==> src/rtl/mem_port_arbiter_pkg.sv <==
// Shared definitions for the memory port arbiter: FSM state encoding and port ids.
package mem_port_arbiter_pkg;

  typedef enum logic [1:0] {
    ST_IDLE = 2'd0,
    ST_BUSY = 2'd1,
    ST_RESP = 2'd2
  } arb_state_t;

  localparam logic PORT0 = 1'b0;
  localparam logic PORT1 = 1'b1;

endpackage

==> src/rtl/mem_port_arbiter_mux2to1.sv <==
// Two-input word mux: sel=0 passes din1, sel=1 passes din2.
module mux2to1 #(
  parameter int W = 32
) (
  input  logic [W-1:0] din1,
  input  logic [W-1:0] din2,
  input  logic         sel,
  output logic [W-1:0] dout
);

  assign dout = sel ? din2 : din1;

endmodule

==> src/rtl/mem_port_arbiter.sv <==
// Round-robin arbiter sharing one fixed-latency single-port memory between two requesters.
// Optional ARB_STATS_EN macro adds saturating per-port grant counters.
module mem_port_arbiter
  import mem_port_arbiter_pkg::*;
#(
  parameter int DATA_W      = 32,
  parameter int MEM_LATENCY = 2
`ifdef ARB_STATS_EN
  ,
  parameter int STAT_W      = 16
`endif
) (
  input  logic              clk,
  input  logic              rst_n,
  input  logic              req0,
  input  logic              req1,
  input  logic              we0,
  input  logic              we1,
  input  logic [DATA_W-1:0] addr0,
  input  logic [DATA_W-1:0] addr1,
  input  logic [DATA_W-1:0] wdata0,
  input  logic [DATA_W-1:0] wdata1,
  output logic              ack0,
  output logic              ack1,
  output logic              gnt0,
  output logic              gnt1,
  output logic [DATA_W-1:0] rdata,
  output logic              mux_sel,
  output logic              mem_en,
  output logic              mem_we,
  output logic [DATA_W-1:0] mem_addr,
  output logic [DATA_W-1:0] mem_wdata,
  input  logic [DATA_W-1:0] mem_rdata
`ifdef ARB_STATS_EN
  ,
  output logic [STAT_W-1:0] gnt_cnt0,
  output logic [STAT_W-1:0] gnt_cnt1
`endif
);

  localparam int CNT_W = (MEM_LATENCY > 1) ? $clog2(MEM_LATENCY) : 1;

  arb_state_t       state;
  logic [CNT_W-1:0] cnt;
  logic             we_q;
  logic             last_grant;
  logic             pick;

  // Contention goes to the port that did not win last; otherwise the sole requester wins.
  assign pick = (req0 && req1) ? ~last_grant : req1;

  mux2to1 #(.W(DATA_W)) u_addr_mux (
    .din1 (addr0),
    .din2 (addr1),
    .sel  (mux_sel),
    .dout (mem_addr)
  );

  mux2to1 #(.W(DATA_W)) u_wdata_mux (
    .din1 (wdata0),
    .din2 (wdata1),
    .sel  (mux_sel),
    .dout (mem_wdata)
  );

  always_ff @(posedge clk or negedge rst_n) begin
    if (!rst_n) begin
      state      <= ST_IDLE;
      cnt        <= '0;
      we_q       <= 1'b0;
      last_grant <= PORT1;
      mux_sel    <= PORT0;
      gnt0       <= 1'b0;
      gnt1       <= 1'b0;
      ack0       <= 1'b0;
      ack1       <= 1'b0;
      mem_en     <= 1'b0;
      mem_we     <= 1'b0;
      rdata      <= '0;
    end else begin
      ack0 <= 1'b0;
      ack1 <= 1'b0;
      case (state)
        ST_IDLE: begin
          if (req0 || req1) begin
            mux_sel <= pick;
            gnt0    <= (pick == PORT0);
            gnt1    <= (pick == PORT1);
            we_q    <= pick ? we1 : we0;
            mem_en  <= 1'b1;
            mem_we  <= pick ? we1 : we0;
            cnt     <= CNT_W'(MEM_LATENCY - 1);
            state   <= ST_BUSY;
          end
        end
        ST_BUSY: begin
          if (cnt == '0) begin
            if (!we_q) rdata <= mem_rdata;
            mem_en     <= 1'b0;
            mem_we     <= 1'b0;
            gnt0       <= 1'b0;
            gnt1       <= 1'b0;
            ack0       <= (mux_sel == PORT0);
            ack1       <= (mux_sel == PORT1);
            last_grant <= mux_sel;
            state      <= ST_RESP;
          end else begin
            cnt <= cnt - 1'b1;
          end
        end
        ST_RESP: begin
          mux_sel <= PORT0;
          state   <= ST_IDLE;
        end
        default: state <= ST_IDLE;
      endcase
    end
  end

`ifdef ARB_STATS_EN
  always_ff @(posedge clk or negedge rst_n) begin
    if (!rst_n) begin
      gnt_cnt0 <= '0;
      gnt_cnt1 <= '0;
    end else begin
      if (ack0 && (gnt_cnt0 != '1)) gnt_cnt0 <= gnt_cnt0 + 1'b1;
      if (ack1 && (gnt_cnt1 != '1)) gnt_cnt1 <= gnt_cnt1 + 1'b1;
    end
  end
`endif

endmodule
==> config.mk <==
export PLATFORM = sky130hd
export DESIGN_NAME = mem_port_arbiter
export DESIGN_NICKNAME = d
export VERILOG_FILES = /design/src/rtl/mem_port_arbiter_pkg.sv /design/src/rtl/mem_port_arbiter_mux2to1.sv /design/src/rtl/mem_port_arbiter.sv
export SDC_FILE = /design/constraint.sdc
export NUM_CORES = 1
export LEC_CHECK = 0
export ABC_AREA = 1
export CORE_AREA = 2 2 106 108
export CTS_BUF_LIST = sky130_fd_sc_hd__clkbuf_16
export DETAILED_ROUTE_END_ITERATION = 7
export DIE_AREA = 0 0 108 110
export PLACE_DENSITY = 0.69
export REMOVE_ABC_BUFFERS = 1
export SYNTH_ARGS = -nofsm -noshare
export SYNTH_HDL_FRONTEND = slang
export SYNTH_SLANG_ARGS = --single-unit
==> constraint.sdc <==
create_clock -name clk -period 3.45 [get_ports clk]
set_clock_uncertainty 0.1 [all_clocks]
set_input_delay 0.8625 -clock clk [delete_from_list [all_inputs] [get_ports clk]]
set_output_delay 0.8625 -clock clk [all_outputs]
set_load 0.01 [all_outputs]
==> summary.md, run 1 <==
| Metric | Value |
|---|---|
| Status | completed |
| CTS Root Cell | clkbuf_16 |
| Drt pass-1 iters | 4 |
| Die X | 108 µm |
| Post-DP Area | 5320 µm² |
| Register area share after synthesis | 0.431 |
| WP data required | 2.49 ns |
| CTS Sinks | 44 |
| Worst min path class | flop to flop |
| Start point of the critical path | wdata1[25] |
| Hold_sp | rdata[8] |
| Vias in the first global route | 3085 |
| Slowest CP cell | clkdlybuf4s50_1 |
| Layout cells sized above 1 | 0.0354 |
| Number of synthesized flops with an enable pin | 0 |
| Worst Max-Slew Pin Slew | 0.970 ns |
| Seq. cell area | 1100 µm² |
| Number of setup buffers added after CTS | 0 |
| H-tree depth | 2 |
| First-pass GRT wire length | 15400 µm |
| Startpoint types | input port |
| Ys flop type | dfrtp_1 |
| VDD IR-drop max | 553 µV |
| RSZ-0062 raised after global routing | false |
| Highest Signal Layer | met4 |
| Area occupied by multi-input gates | 1300 µm² |
| Maximum clock rate | 322 MHz |
| Period minus WS final | 3.11 ns |
| Routed len/inst | 13.6 µm |
| Fin. Hold Viols | 0 |
| Initial DRC Count | 174 |
| Final wirelength | 10700 µm |
| Clock-pin slew on the worst setup and hold paths | 0.06 ns |
| WL met2 | 5550 µm |
| Port bufs | 268 |
| # fillers | 1004 |
| Initial antenna violation count | 0 |
| Total Routing Usage GR | 0.162 |
| Std-Cell Rows | 38 |
| CTS buffer count | 5 |
| Async set-reset flop share out of synthesis | 1.00 |
| DIE HEIGHT | 110 µm |
| Most frequent cell after synthesis | nand2_1 |
| Worst skew pair latency | 0.28 ns |
| Via density | 4.26 |
| Mean Syn Cell Area | 6.48 µm² |
| Critical path class | input port to output pin |
| Nets | 817 |
| CTS Hold Bufs | 0 |
| Remaining antenna violation count after routing | 0 |
| CTS tree | built |
| Number of synthesis warnings | 0 |
| # DRC | 0 |
| Cell taking the most area after synthesis | dfrtp_1 |
| Final period utilization | 0.901 |
| Die area | 11900 µm² |
| Final TNS setup | 0 ns |
| Max-Cap Viols | 0 |
| Ant. Diodes | 0 |
| RePlAce Congestion | 0.766 |
| # setup viols final | 0 |
| Flops & latches, synth | 44 |
| Met3 WL post-DR | 1050 µm |
| Worst r2r src | cnt |
| Placeable Area | 10700 µm² |
| Syn Inst Count | 394 |
| Post-Syn Area | 2550 µm² |
| # resized after CTS | 0 |
| Total gr overflow | 0 |
| Area Overhead vs Synth | 114% |
| Synth top cells by count | nand2_1 (274), dfrtp_1 (43), nand3_1 (37) |
| P per Cell Area | 757 nW/µm² |
| Leak | 2.64 nW |
| Post-synth cell types | 19 |
| Initial Util | 0.239 |
| Slew Limit Headroom | 0.353 |
| Kind of end point of the critical path | output pin |
| Via count | 3367 |
| Largest net degree at the start of global routing | 67 |
| Data arrival time of the critical path | 2.15 ns |
| Cell Chain, Critical Path | clkdlybuf4s50_1 > nand2_1 > nand2_1 > clkdlybuf4s50_1 |
| Hpwl dp | 8550 µm |
| Metal1 wirelength | 3930 µm |
| Post-route cell area | 5480 µm² |
| CP max stage delay | 0.65 ns |
| Worst-path fanout max | 1 |
| Share of the synthesized area in the top cell type | 0.421 |
| Synth top area cells | dfrtp_1 (42%), nand2_1 (40%), nand3_1 (7.2%), buf_2 (2.5%), buf_6 (1.3%) |
| Clock Path Buffers | 2 |
| Ports | 269 |
| Worst hold slack | 0.367 ns |
| Final Max Slew Viols | 0 |
[stage by stage]
step / cells / worst slack [ns] / util / total power (W)
CTS: 790 / 0.332 / 0.512 / 0.00422
floorplan: 371 / 0.223 / - / 0.00209
finish: 790 / 0.341 / 0.512 / 0.00415
global placement: 784 / 0.324 / 0.498 / 0.00363
global route: 790 / 0.254 / 0.512 / 0.00447
detailed placement: 784 / 0.348 / 0.498 / 0.00368
[kinds of logic (layout without fill, tap and decap cells)]
family / Yosys count / in the layout / synth area share
buffers and inverters: 28 / 284 / 0.0607
AOI/OAI and AO/OA: 4 / 4 / 0.00930
and+or+nand+nor: 318 / 318 / 0.499
DFF: 44 / 44 / 0.431
[routing by layer]
metal  up-vias  global-route usage
li1       1715                   -
met1      1482               0.179
met2       155               0.300
met3        15              0.0482
met4         0              0.0458
met5         -                   0
[power breakdown]
part           internal, W  switching [W]  leakage (nW)
sequential        0.000775       0.000147         0.538
clock             0.000333       0.000179        0.0757
combinational      0.00137        0.00135          2.03
[final timing paths]
| kind | depth (start not counted) | slack (ns) | end |
|---|---|---|---|
| max reg2reg | 4 | 1.57 | rdata[25] |
| min in group asynchronous | 1 | 0.65 | rdata[27] |
| max | 4 | 0.34 | mem_wdata[25] |
| min reg2reg | 2 | 0.37 | rdata[8] |
| max in group asynchronous | 1 | 1.94 | mux_sel |
| min | 2 | 0.37 | rdata[8] |
[layout make-up]
type | count | area share
clock buffers | 5 | 0.0228
clock inverters | 1 | 0.00548
inverters | 5 | 0.00343
multi-input cells | 322 | 0.237
flip-flops and latches | 44 | 0.201
well taps | 140 | 0.0320
repair buffers | 273 | 0.498
[state kept, by name, indices dropped and copies added, names as in the netlist]
signal	count
rdata	32
state	2
ack0	1
ack1	1
cnt	1
gnt0	1
gnt1	1
last_grant	1
mem_en	1
mem_we	1
mux_sel	1
we_q	1
[cells in the final DEF, fill, tap and decap left out]
cell type / netlist / routed
nor2_8: 1 / 1
nand2_1: 274 / 274
a21oi_1: 1 / 1
inv_2: 4 / 4
nor2_4: 1 / 1
nor2_1: 3 / 3
dfrtp_1: 43 / 42
nand2_4: 1 / 1
dfrtp_2: 0 / 1
nand2_2: 1 / 1
clkdlybuf4s50_1: 0 / 267
o21ai_1: 2 / 2
clkbuf_16: 0 / 5
buf_12: 0 / 1
nand3_1: 37 / 37
buf_2: 13 / 1
dfstp_2: 1 / 1
buf_4: 3 / 4
inv_1: 1 / 1
o21ai_2: 1 / 1
bufinv_16: 0 / 1
[critical path, delay by kind of cell]
kind                   cells  cell delay, ns
and+or+nand+nor            2            0.18
buffers and inverters      2            1.11
(Power assumes the default switching activity.)
==> run 2: changes to the inputs <==
--- a/config.mk
+++ b/config.mk
@@ -10,7 +10,7 @@
 export CTS_BUF_LIST = sky130_fd_sc_hd__clkbuf_16
 export DETAILED_ROUTE_END_ITERATION = 7
 export DIE_AREA = 0 0 108 110
-export PLACE_DENSITY = 0.69
+export PLACE_DENSITY_LB_ADDON = 0.1
 export REMOVE_ABC_BUFFERS = 1
 export SYNTH_ARGS = -nofsm -noshare
 export SYNTH_HDL_FRONTEND = slang
==> run 2 against run 1 <==
Against the previous run:
- global-route usage up 1.0 points
- non-clock buffer count is 2 lower
- clock power is 4% higher
- combinational power barely moved
- clock-buffer cell count unchanged
- die area stayed put
- power about the same
- register-to-register slack improved by 0.21 ns
- wire length up 4.6%
- critical endpoint is now mem_wdata[19]
- largest power group unchanged
==> summary.md, run 2 (synthesized netlist as in run 1, its figures left out) <==
| Metric | Value |
|---|---|
| Leak | 2.64 nW (about the same) |
| Final period utilization | 0.883 (was 0.901) |
| Initial antenna violation count | 0 (unchanged) |
| Dpl ws | 0.411 ns (was 0.348 ns) |
| P per Cell Area | 758 nW/µm² (was 757 nW/µm²) |
| CTS Hold Bufs | 0 (unchanged) |
| Kind of end point of the critical path | output pin (unchanged) |
| Worst hold slack | 0.368 ns (was 0.367 ns) |
| Ant. Diodes | 0 (unchanged) |
| Area occupied by multi-input gates | 1300 µm² (unchanged) |
| Vias in the first global route | 3116 (was 3085) |
| Die area | 11900 µm² (unchanged) |
| # fillers | 1054 (was 1004) |
| Drt pass-1 iters | 4 (unchanged) |
| First-pass GRT wire length | 16100 µm (was 15400 µm) |
| Worst-case reg-to-reg path depth | 4 (unchanged) |
| Worst min path class | flop to flop (unchanged) |
| Data arrival time of the critical path | 2.08 ns (was 2.15 ns) |
| Max reg flops | 32 (unchanged) |
| Initial Util | 0.239 (unchanged) |
| # setup viols final | 0 (unchanged) |
| DIE HEIGHT | 110 µm (unchanged) |
| RePlAce Congestion | 0.770 (was 0.766) |
| Initial DRC Count | 198 (was 174) |
| Worst Max-Slew Pin Slew | 0.976 ns (was 0.970 ns) |
| Largest net degree at the start of global routing | 67 (unchanged) |
| Status | completed (unchanged) |
| Routed len/inst | 14.2 µm (was 13.6 µm) |
| Placeable Area | 10700 µm² (unchanged) |
| Area Overhead vs Synth | 114% (about the same) |
| Register with the most flip-flops | rdata (unchanged) |
| Fin cells | 790 (unchanged) |
| Clock-pin slew on the worst setup and hold paths | 0.06 ns (about the same) |
| CTS Root Cell | clkbuf_16 (unchanged) |
| Clock Path Buffers | 2 (unchanged) |
| Max-Cap Viols | 0 (unchanged) |
| Final worst slack | 0.404 ns (was 0.341 ns) |
| Inst Count DP | 782 (was 784) |
| Std-Cell Rows | 38 (unchanged) |
| Layout cells sized above 1 | 0.0338 (was 0.0354) |
| Fin. Hold Viols | 0 (unchanged) |
| Total Routing Usage GR | 0.172 (was 0.162) |
| Final Max Slew Viols | 0 (unchanged) |
| Final TNS setup | 0 ns (unchanged) |
| Most frequent cells in the layout | nand2_1 (274), clkdlybuf4s50_1 (267), dfrtp_1 (42), nand3_1 (37), clkbuf_16 (5) (unchanged) |
| Worst Setup EP | mem_wdata[19] (was mem_wdata[25]) |
| Hpwl dp | 8760 µm (was 8550 µm) |
| Flop-to-flop setup slack | 1.78 ns (was 1.57 ns) |
| VDD IR-drop max | 336 µV (was 553 µV) |
| Critical path class | input port to output pin (unchanged) |
| Number of setup buffers added after CTS | 0 (unchanged) |
| Worst r2r src | state[1] (was cnt) |
| Die X | 108 µm (unchanged) |
| # DRC | 0 (unchanged) |
| Period minus WS final | 3.05 ns (was 3.11 ns) |
| # resized after CTS | 0 (unchanged) |
| Maximum clock rate | 328 MHz (was 322 MHz) |
| Most common cell after layout, fill and taps aside | nand2_1 (unchanged) |
| Ports | 269 (unchanged) |
| CTS tree | built (unchanged) |
| Total gr overflow | 0 (unchanged) |
| Startpoint types | input port (unchanged) |
| Port bufs | 268 (unchanged) |
| Worst skew pair latency | 0.28 ns (about the same) |
| Start point of the critical path | wdata0[19] (was wdata1[25]) |
| CTS buffer count | 5 (unchanged) |
| WP data required | 2.49 ns (about the same) |
| Slew Limit Headroom | 0.349 (was 0.353) |
| Nets | 815 (was 817) |
| Seq. cell area | 1100 µm² (unchanged) |
| CTS Sinks | 44 (unchanged) |
| Top Registers | rdata (32), state (2) (unchanged) |
| Critical R2R Capture | rdata[10] (was rdata[25]) |
| Via count | 3295 (was 3367) |
| Worst-path fanout max | 1 (unchanged) |
| Tot Pwr | 0.00415 W (about the same) |
| Via density | 4.17 (was 4.26) |
| RSZ-0062 raised after global routing | false (unchanged) |
| H-tree depth | 2 (unchanged) |
| Remaining antenna violation count after routing | 0 (unchanged) |
| Final wirelength | 11200 µm (was 10700 µm) |
## run 2: per-layer routing
layer,vias to the layer above,share of wire,GRT usage
li1,1712,-,-
met1,1454,0.39,0.202
met2,120,0.51,0.316
met3,9,0.086,0.0435
met4,0,0.0094,0.0385
met5,-,0,0
## run 2: area by class of cell
type,count,share of cell area
timing repair buffer,271,0.495
multi-input combinational,322,0.237
sequential,44,0.202
tap,140,0.0320
clock buffer,5,0.0229
clock inverter,3,0.00777
inverter,5,0.00343
## run 2: how the worst min path moves through the flow
stage | slack, ns | depth (start not counted) | to | from
3_3_place_gp | 0.35 | 2 | rdata[23] | rdata[23]
6_report | 0.37 | 2 | rdata[15] | rdata[15]
3_5_place_dp | 0.36 | 2 | rdata[15] | rdata[15]
5_1_grt | 0.39 | 2 | rdata[20] | rdata[20]
2_1_floorplan | 0.35 | 2 | last_grant | last_grant
4_1_cts | 0.37 | 2 | rdata[15] | rdata[15]
## run 2: power breakdown
part,internal [W],switching [W]
Clock,0.000340,0.000191
Sequential,0.000774,0.000142
Combinational,0.00135,0.00135
## run 2: worst max-delay path, stage by stage
cell and delay, ns:
clkdlybuf4s50_1 0.46, nand2_1 0.08, nand2_1 0.11, clkdlybuf4s50_1 0.56
## run 2: metrics by stage
stage	util	instance area, µm²
after floorplan	-	2420
after global placement	0.496	5310
after detailed placement	0.496	5310
after CTS	0.512	5480
after global routing	0.512	5480
final	0.512	5480
